[src/rtl/sym_pkg.sv]
// ----------------------------------------------------------------------------
// sym_pkg
// Shared constants and types for the serial-to-byte deserializer.
//   BYTE_W     : width of an assembled data byte
//   FRAME_BITS : serial bits per frame (8 data, plus 1 even-parity bit when
//                SYM_DESER_PARITY_EN is defined)
//   CNT_W      : width of the in-frame bit counter
//   sym_state_e: shifter state (IDLE = no bits held, SHIFT = partial frame)
// Configuration macro: SYM_DESER_PARITY_EN
// ----------------------------------------------------------------------------
package sym_pkg;

  localparam int BYTE_W = 8;

`ifdef SYM_DESER_PARITY_EN
  localparam int FRAME_BITS = BYTE_W + 1;
`else
  localparam int FRAME_BITS = BYTE_W;
`endif

  localparam int CNT_W = $clog2(FRAME_BITS);

  typedef enum logic [0:0] {
    IDLE  = 1'b0,
    SHIFT = 1'b1
  } sym_state_e;

endpackage : sym_pkg

[src/rtl/sym_shift_reg.sv]
// ----------------------------------------------------------------------------
// sym_shift_reg
// Serial shifter with bit counter. Collects FRAME_BITS bits MSB first and
// raises frame_done_o (combinational) during the cycle in which the last
// bit is presented; frame_o then carries the complete frame including that
// bit, so the parent can capture it on the same clock edge.
// Ports:
//   clk           : clock, rising edge
//   rst           : synchronous active-high reset
//   bit_in_i      : serial data bit
//   bit_valid_i   : qualifies bit_in_i
//   frame_start_i : discard partial frame, restart count (beats bit_valid_i)
//   frame_done_o  : last bit of a frame is being accepted this cycle
//   frame_o       : complete frame (held bits followed by bit_in_i)
// Configuration macro: SYM_DESER_PARITY_EN (via sym_pkg::FRAME_BITS)
//
// state | meaning
// ------+-----------------------------------------
// IDLE  | no bits of a frame held (counter = 0)
// SHIFT | 1..FRAME_BITS-1 bits held
// ----------------------------------------------------------------------------
module sym_shift_reg
  import sym_pkg::*;
(
  input  logic                  clk,
  input  logic                  rst,
  input  logic                  bit_in_i,
  input  logic                  bit_valid_i,
  input  logic                  frame_start_i,
  output logic                  frame_done_o,
  output logic [FRAME_BITS-1:0] frame_o
);

  localparam logic [CNT_W-1:0] LAST_CNT = CNT_W'(FRAME_BITS - 1);

  sym_state_e            state_q, state_d;
  logic [CNT_W-1:0]      cnt_q, cnt_d;
  // Only FRAME_BITS-1 bits ever need holding; the last bit arrives live.
  logic [FRAME_BITS-2:0] sr_q, sr_d;

  always_comb begin
    state_d      = state_q;
    cnt_d        = cnt_q;
    sr_d         = sr_q;
    frame_done_o = 1'b0;
    frame_o      = {sr_q, bit_in_i};

    if (frame_start_i) begin
      state_d = IDLE;
      cnt_d   = '0;
      sr_d    = '0;
    end else if (bit_valid_i) begin
      sr_d = frame_o[FRAME_BITS-2:0];
      if (state_q == SHIFT && cnt_q == LAST_CNT) begin
        frame_done_o = 1'b1;
        state_d      = IDLE;
        cnt_d        = '0;
      end else begin
        state_d = SHIFT;
        cnt_d   = cnt_q + 1'b1;
      end
    end
  end

  always_ff @(posedge clk) begin
    if (rst) begin
      state_q <= IDLE;
      cnt_q   <= '0;
      sr_q    <= '0;
    end else begin
      state_q <= state_d;
      cnt_q   <= cnt_d;
      sr_q    <= sr_d;
    end
  end

endmodule : sym_shift_reg

[src/rtl/sym_byte_deserializer.sv]
// ----------------------------------------------------------------------------
// sym_byte_deserializer
// Assembles MSB-first serial bits into bytes and offers them to a downstream
// symmetry detector through a one-entry valid/ready output slot.
// Ports:
//   clk         : sole clock, rising edge
//   rst         : synchronous active-high reset, overrides everything
//   bit_in      : serial data bit, MSB first
//   bit_valid   : bit_in qualifier
//   frame_start : sync pulse, discards any partial frame
//   byte_out    : assembled byte
//   byte_valid  : byte_out holds an unconsumed byte
//   byte_ready  : downstream accept (transfer = byte_valid & byte_ready)
//   parity_err  : (SYM_DESER_PARITY_EN only) one-cycle pulse, frame dropped
//   overflow    : sticky, a completed byte was dropped because slot was full
//   byte_count  : number of transferred bytes, modulo 256
// Configuration macro: SYM_DESER_PARITY_EN adds a trailing even-parity bit
// to each frame and the parity_err output.
// ----------------------------------------------------------------------------
module sym_byte_deserializer
  import sym_pkg::*;
(
  input  logic              clk,
  input  logic              rst,
  input  logic              bit_in,
  input  logic              bit_valid,
  input  logic              frame_start,
  output logic [BYTE_W-1:0] byte_out,
  output logic              byte_valid,
  input  logic              byte_ready,
`ifdef SYM_DESER_PARITY_EN
  output logic              parity_err,
`endif
  output logic              overflow,
  output logic [7:0]        byte_count
);

  logic                  frame_done;
  logic [FRAME_BITS-1:0] frame;
  logic [BYTE_W-1:0]     frame_byte;
  logic                  frame_ok;

  logic [BYTE_W-1:0] byte_q, byte_d;
  logic              valid_q, valid_d;
  logic              ovf_q, ovf_d;
  logic [7:0]        count_q, count_d;
  logic              transfer;
  logic              slot_free;

  sym_shift_reg u_shift (
    .clk          (clk),
    .rst          (rst),
    .bit_in_i     (bit_in),
    .bit_valid_i  (bit_valid),
    .frame_start_i(frame_start),
    .frame_done_o (frame_done),
    .frame_o      (frame)
  );

`ifdef SYM_DESER_PARITY_EN
  // Even parity: data bits plus parity bit must hold an even number of ones.
  assign frame_byte = frame[FRAME_BITS-1:1];
  assign frame_ok   = ~(^frame);
`else
  assign frame_byte = frame;
  assign frame_ok   = 1'b1;
`endif

  assign transfer  = valid_q & byte_ready;
  // A transfer on the completing edge frees the slot for the new byte.
  assign slot_free = ~valid_q | transfer;

  always_comb begin
    byte_d  = byte_q;
    valid_d = valid_q;
    ovf_d   = ovf_q;
    count_d = count_q;

    if (transfer) begin
      valid_d = 1'b0;
      count_d = count_q + 8'd1;
    end

    if (frame_done && frame_ok) begin
      if (slot_free) begin
        byte_d  = frame_byte;
        valid_d = 1'b1;
      end else begin
        ovf_d = 1'b1;
      end
    end
  end

  always_ff @(posedge clk) begin
    if (rst) begin
      byte_q  <= '0;
      valid_q <= 1'b0;
      ovf_q   <= 1'b0;
      count_q <= '0;
    end else begin
      byte_q  <= byte_d;
      valid_q <= valid_d;
      ovf_q   <= ovf_d;
      count_q <= count_d;
    end
  end

`ifdef SYM_DESER_PARITY_EN
  logic perr_q;

  always_ff @(posedge clk) begin
    if (rst) begin
      perr_q <= 1'b0;
    end else begin
      perr_q <= frame_done & ~frame_ok;
    end
  end

  assign parity_err = perr_q;
`endif

  assign byte_out   = byte_q;
  assign byte_valid = valid_q;
  assign overflow   = ovf_q;
  assign byte_count = count_q;

endmodule : sym_byte_deserializer

[config.mk]
export PLATFORM = sky130hd
export DESIGN_NAME = sym_byte_deserializer
export DESIGN_NICKNAME = d
export VERILOG_FILES = /design/src/rtl/sym_pkg.sv /design/src/rtl/sym_shift_reg.sv /design/src/rtl/sym_byte_deserializer.sv
export SDC_FILE = /design/constraint.sdc
export NUM_CORES = 1
export LEC_CHECK = 0
export BUFFER_PORTS_ARGS = -buffer_cell sky130_fd_sc_hd__buf_2
export CORE_MARGIN = 4
export CORE_UTILIZATION = 47
export CTS_CLUSTER_DIAMETER = 100
export DETAILED_ROUTE_END_ITERATION = 12
export GPL_TIMING_DRIVEN = 0
export PLACE_DENSITY_LB_ADDON = 0.12
export SYNTH_ARGS = -nofsm -noshare
export SYNTH_HDL_FRONTEND = slang
export SYNTH_SLANG_ARGS = --single-unit
[constraint.sdc]
create_clock -name clk -period 1.3 [get_ports clk]
set_input_delay 0.13 -clock clk [delete_from_list [all_inputs] [get_ports clk]]
set_output_delay 0.13 -clock clk [all_outputs]
set_load 0.005 [all_outputs]
==> impl_results.md <==
- Drt total wl: 2690 µm
- Grt ovf: 0
- Final Hold Viols: 0
- Setup crit start: u_shift.cnt_q[1]
- Nets: 170
- Most used cell, CP: ha_4
- H-tree depth: 2
- WL/cell: ~14 µm
- Core Footprint: 2280 µm²
- CP Capture Type: flop
- Num Clock Sinks: 29
- Arrival time at the worst endpoint: 1.52 ns
- Yosys warnings: 0
- Mapped Area: 1150 µm²
- TritonRoute pass-1 iters: 4
- Synth Instances: approximately 130
- Peak VDD IR: between 0.7 and 0.8 mV
- # DRC: 0
- CTS tree: built
- Setup violators final: 7
- Clock share of power: between 30% and 40%
- Worst hold path class: in -> reg
- Iter 0 DRT Violations: 31
- Largest family of logic cells by synthesized area: simple AND/OR/NAND/NOR gates
- Clk buf depth: 2
- CTS Hold Buffers Added: 0
- CP max-delay cell: dfxtp_2
- Reg2Reg Setup Slack: -0.03 ns
- Internal Power: 1.17 mW
- Sw power: 0.332 mW
- Layout cells sized above 1: 34.2%
- Final cell count without fillers: 189
- Worst slew pin tran: 0.556 ns
- Fin crit share: 103%
- # rows: 17
- Post-route ant nets: 0
- CP startpoint kind: flop
- Worst path bufs/invs: 1
- Sw Ratio: between 20% and 30%
- Reg2reg path depth: 6
- Commonest non-fill, non-tap cells in the layout: dfxtp_1, buf_2, a21oi_1
- Vias in the first global route: approximately 1,000
- First-pass GRT wire length: ~4400 µm
- HPWL after DPL: roughly 1700 µm
- Worst-path clk slew: 0.09 ns
- Final Skew: 0.00663 ns
- Maximum net fanout on the critical path: 4
- RR Startpoint: u_shift.cnt_q[1]
- Clk Latency, worst-skew pair: 0.32 ns
- Synthesized area per cell: 9.06 µm²
- Worst hold slack: 0.0814 ns
- Die area: about 3300 µm²
- Die Wd: 57.5 µm
- CP Depth: 6
- Dpl cells: 176
- Global Route Usage Sum: 17.1%
- XOR/XNOR Fraction of Synth Area: 1.52%
- Worst path cell trace: ha_4 -> ha_4 -> and4b_2 -> buf_4 -> a21oi_2 -> nor2_1
- Period minus WS final: about 1.3 ns
- Static leakage: 0.590 nW
- Syn nets: 136
- Register bit total from synthesis: 29
- Adder-cell share of the synthesized area: 3.26%
- Vias: slightly above 1,000
- Routability cong.: around 0.73
- Complex-gate fraction of the synthesized area: 14.1%
- Failing checks: negative setup slack
- Crit path max-delay family: flip-flops
- Crit path to: overflow
- Outcome: finished, violations left
- Vias per inst: 5.49
- CTS Buf Count: 5
- Power per standard cell area: 1010 nW/µm²
- Fmax: 750 MHz
- Pin count of the biggest net entering global routing: 11
- Post-synth cell types: 26
- Mux contribution to synthesized area: 6.96%
- Fill cells: ~200
- Crit path kind: reg -> reg
- Sequential Power Share: about three fifths
- Max Slew Vio Count: 0
- Chip Height: 57.5 µm
- Initial antenna violation count: 0
- Final WS setup: -0.0326 ns
- Antenna Cells: 0
- Combinational Power Share: 3.9%
- Area share of and/or/nand/nor cells after synthesis: 20.5%
- RSZ-0062 raised after global routing: yes
- Seq/Total Area, Yosys: 50.4%
- Num ports: 24
- Starting Density: 50.6%
- Worst endpoint required time: between 1 and 1.5 ns
- Root buffer cell: clkbuf_4
- Max stage delay on crit path: 0.35 ns
- Rel. slew slack: 62.9%
- Commonest non-fill, non-tap cell in the layout: dfxtp_1
- Reg-to-Reg End: overflow
- Max-cap violations: 0
- Area grow syn2layout: 29.1%
- I/O Buffers: 21
## cells by family after synthesis
group,Yosys count
flip-flops,29
AND/OR/NAND/NOR,44
buffers and inverters,9
XOR/XNOR,2
AO/OA/AOI/OAI,32
multiplexers,8
adder cells (fa/ha/maj),3
## flip-flops by register name, summed over array words and instances, names as in the netlist
name and flops:
byte_valid 1, u_shift.state_q 1, byte_out 8, byte_count 8, u_shift.sr_q 7, u_shift.cnt_q 3, overflow 1
## cell usage after synthesis
master | number | area share, %
or2b_1 | 1 | 0.65
nand4b_1 | 1 | 0.76
nand2b_1 | 2 | 1.1
o21ai_0 | 13 | 5.7
inv_1 | 2 | 0.65
or4_1 | 1 | 0.65
xor2_1 | 1 | 0.76
nand4_2 | 1 | 1.1
o31ai_1 | 1 | 0.65
mux2i_1 | 8 | 7.0
a21oi_1 | 18 | 7.8
dfxtp_1 | 29 | 50
or3_1 | 4 | 2.2
and4b_1 | 1 | 0.87
and2b_1 | 1 | 0.65
buf_1 | 1 | 0.33
nand2_1 | 4 | 1.3
buf_2 | 2 | 0.87
nor2_1 | 12 | 3.9
or2_2 | 1 | 0.54
clkbuf_1 | 4 | 1.3
xnor2_1 | 1 | 0.76
nand3b_1 | 1 | 0.65
ha_1 | 3 | 3.3
nand4_1 | 1 | 0.54
nand3_1 | 13 | 5.7
## power by group through the flow
stage	Sequential (mW)	Clock (mW)	Combinational, mW
6_report	0.893	0.546	0.0582
5_1_grt	0.894	0.600	0.0640
4_1_cts	0.897	0.560	0.0557
3_5_place_dp	0.917	0	0.0525
3_3_place_gp	0.917	0	0.0506
2_1_floorplan	0.916	0	0.0357
## routing by layer
| metal | wire length [µm] | track usage (%) | vias up |
|---|---|---|---|
| li1 | - | - | 520 |
| met1 | 1290 | 20.6 | 494 |
| met2 | 1260 | 27.1 | 19 |
| met3 | 102 | 4.98 | 5 |
| met4 | 38 | 9.27 | 0 |
| met5 | 0 | 0 | - |
## layout make-up
class / instances / area, µm² / share of cell area (%)
multi-input combinational: 89 / 607 / 40.8
sequential: 29 / 593 / 39.9
timing repair buffer: 27 / 154 / 10.4
clock buffer: 7 / 55.1 / 3.70
buffer: 7 / 35.0 / 2.36
tap: 28 / 35.0 / 2.36
inverter: 2 / 7.51 / 0.505
## worst min-delay path by stage
stage	from	to	slack, ns	depth (start not counted)
3_5_place_dp	bit_in	u_shift.sr_q[0]	0.40	3
2_1_floorplan	bit_in	u_shift.sr_q[0]	0.28	2
6_report	bit_in	u_shift.sr_q[0]	0.08	3
4_1_cts	bit_in	u_shift.sr_q[0]	0.07	3
3_3_place_gp	bit_in	u_shift.sr_q[0]	0.39	3
5_1_grt	frame_start	u_shift.cnt_q[0]	0.07	3
## worst min-delay path, stage by stage
cell and delay, ns:
buf_2 0.10, mux2i_1 0.06, nor2_1 0.08
## per-stage QoR
| stage | TNS [ns] | instance area, µm² | power, mW | worst slack (ns) | util [%] |
|---|---|---|---|---|---|
| after floorplan | 0 | 1150 | 0.952 | 0.00951 | - |
| final | -0.133 | 1490 | 1.50 | -0.0326 | 65.3 |
| after global routing | -0.637 | 1490 | 1.56 | -0.0906 | 65.3 |
| after detailed placement | -1.95 | 1290 | 0.969 | -0.241 | 56.7 |
| after CTS | -0.0767 | 1420 | 1.51 | -0.0245 | 62.5 |
| after global placement | -1.76 | 1290 | 0.967 | -0.216 | 56.7 |
## what timing repair did
action,in CTS,in global routing
pin swaps,1,5
endpoints found under the setup margin,13,12
resized for setup,13,22
setup buffers,4,1
gates cloned,1,0
(Power assumes the default switching activity.)
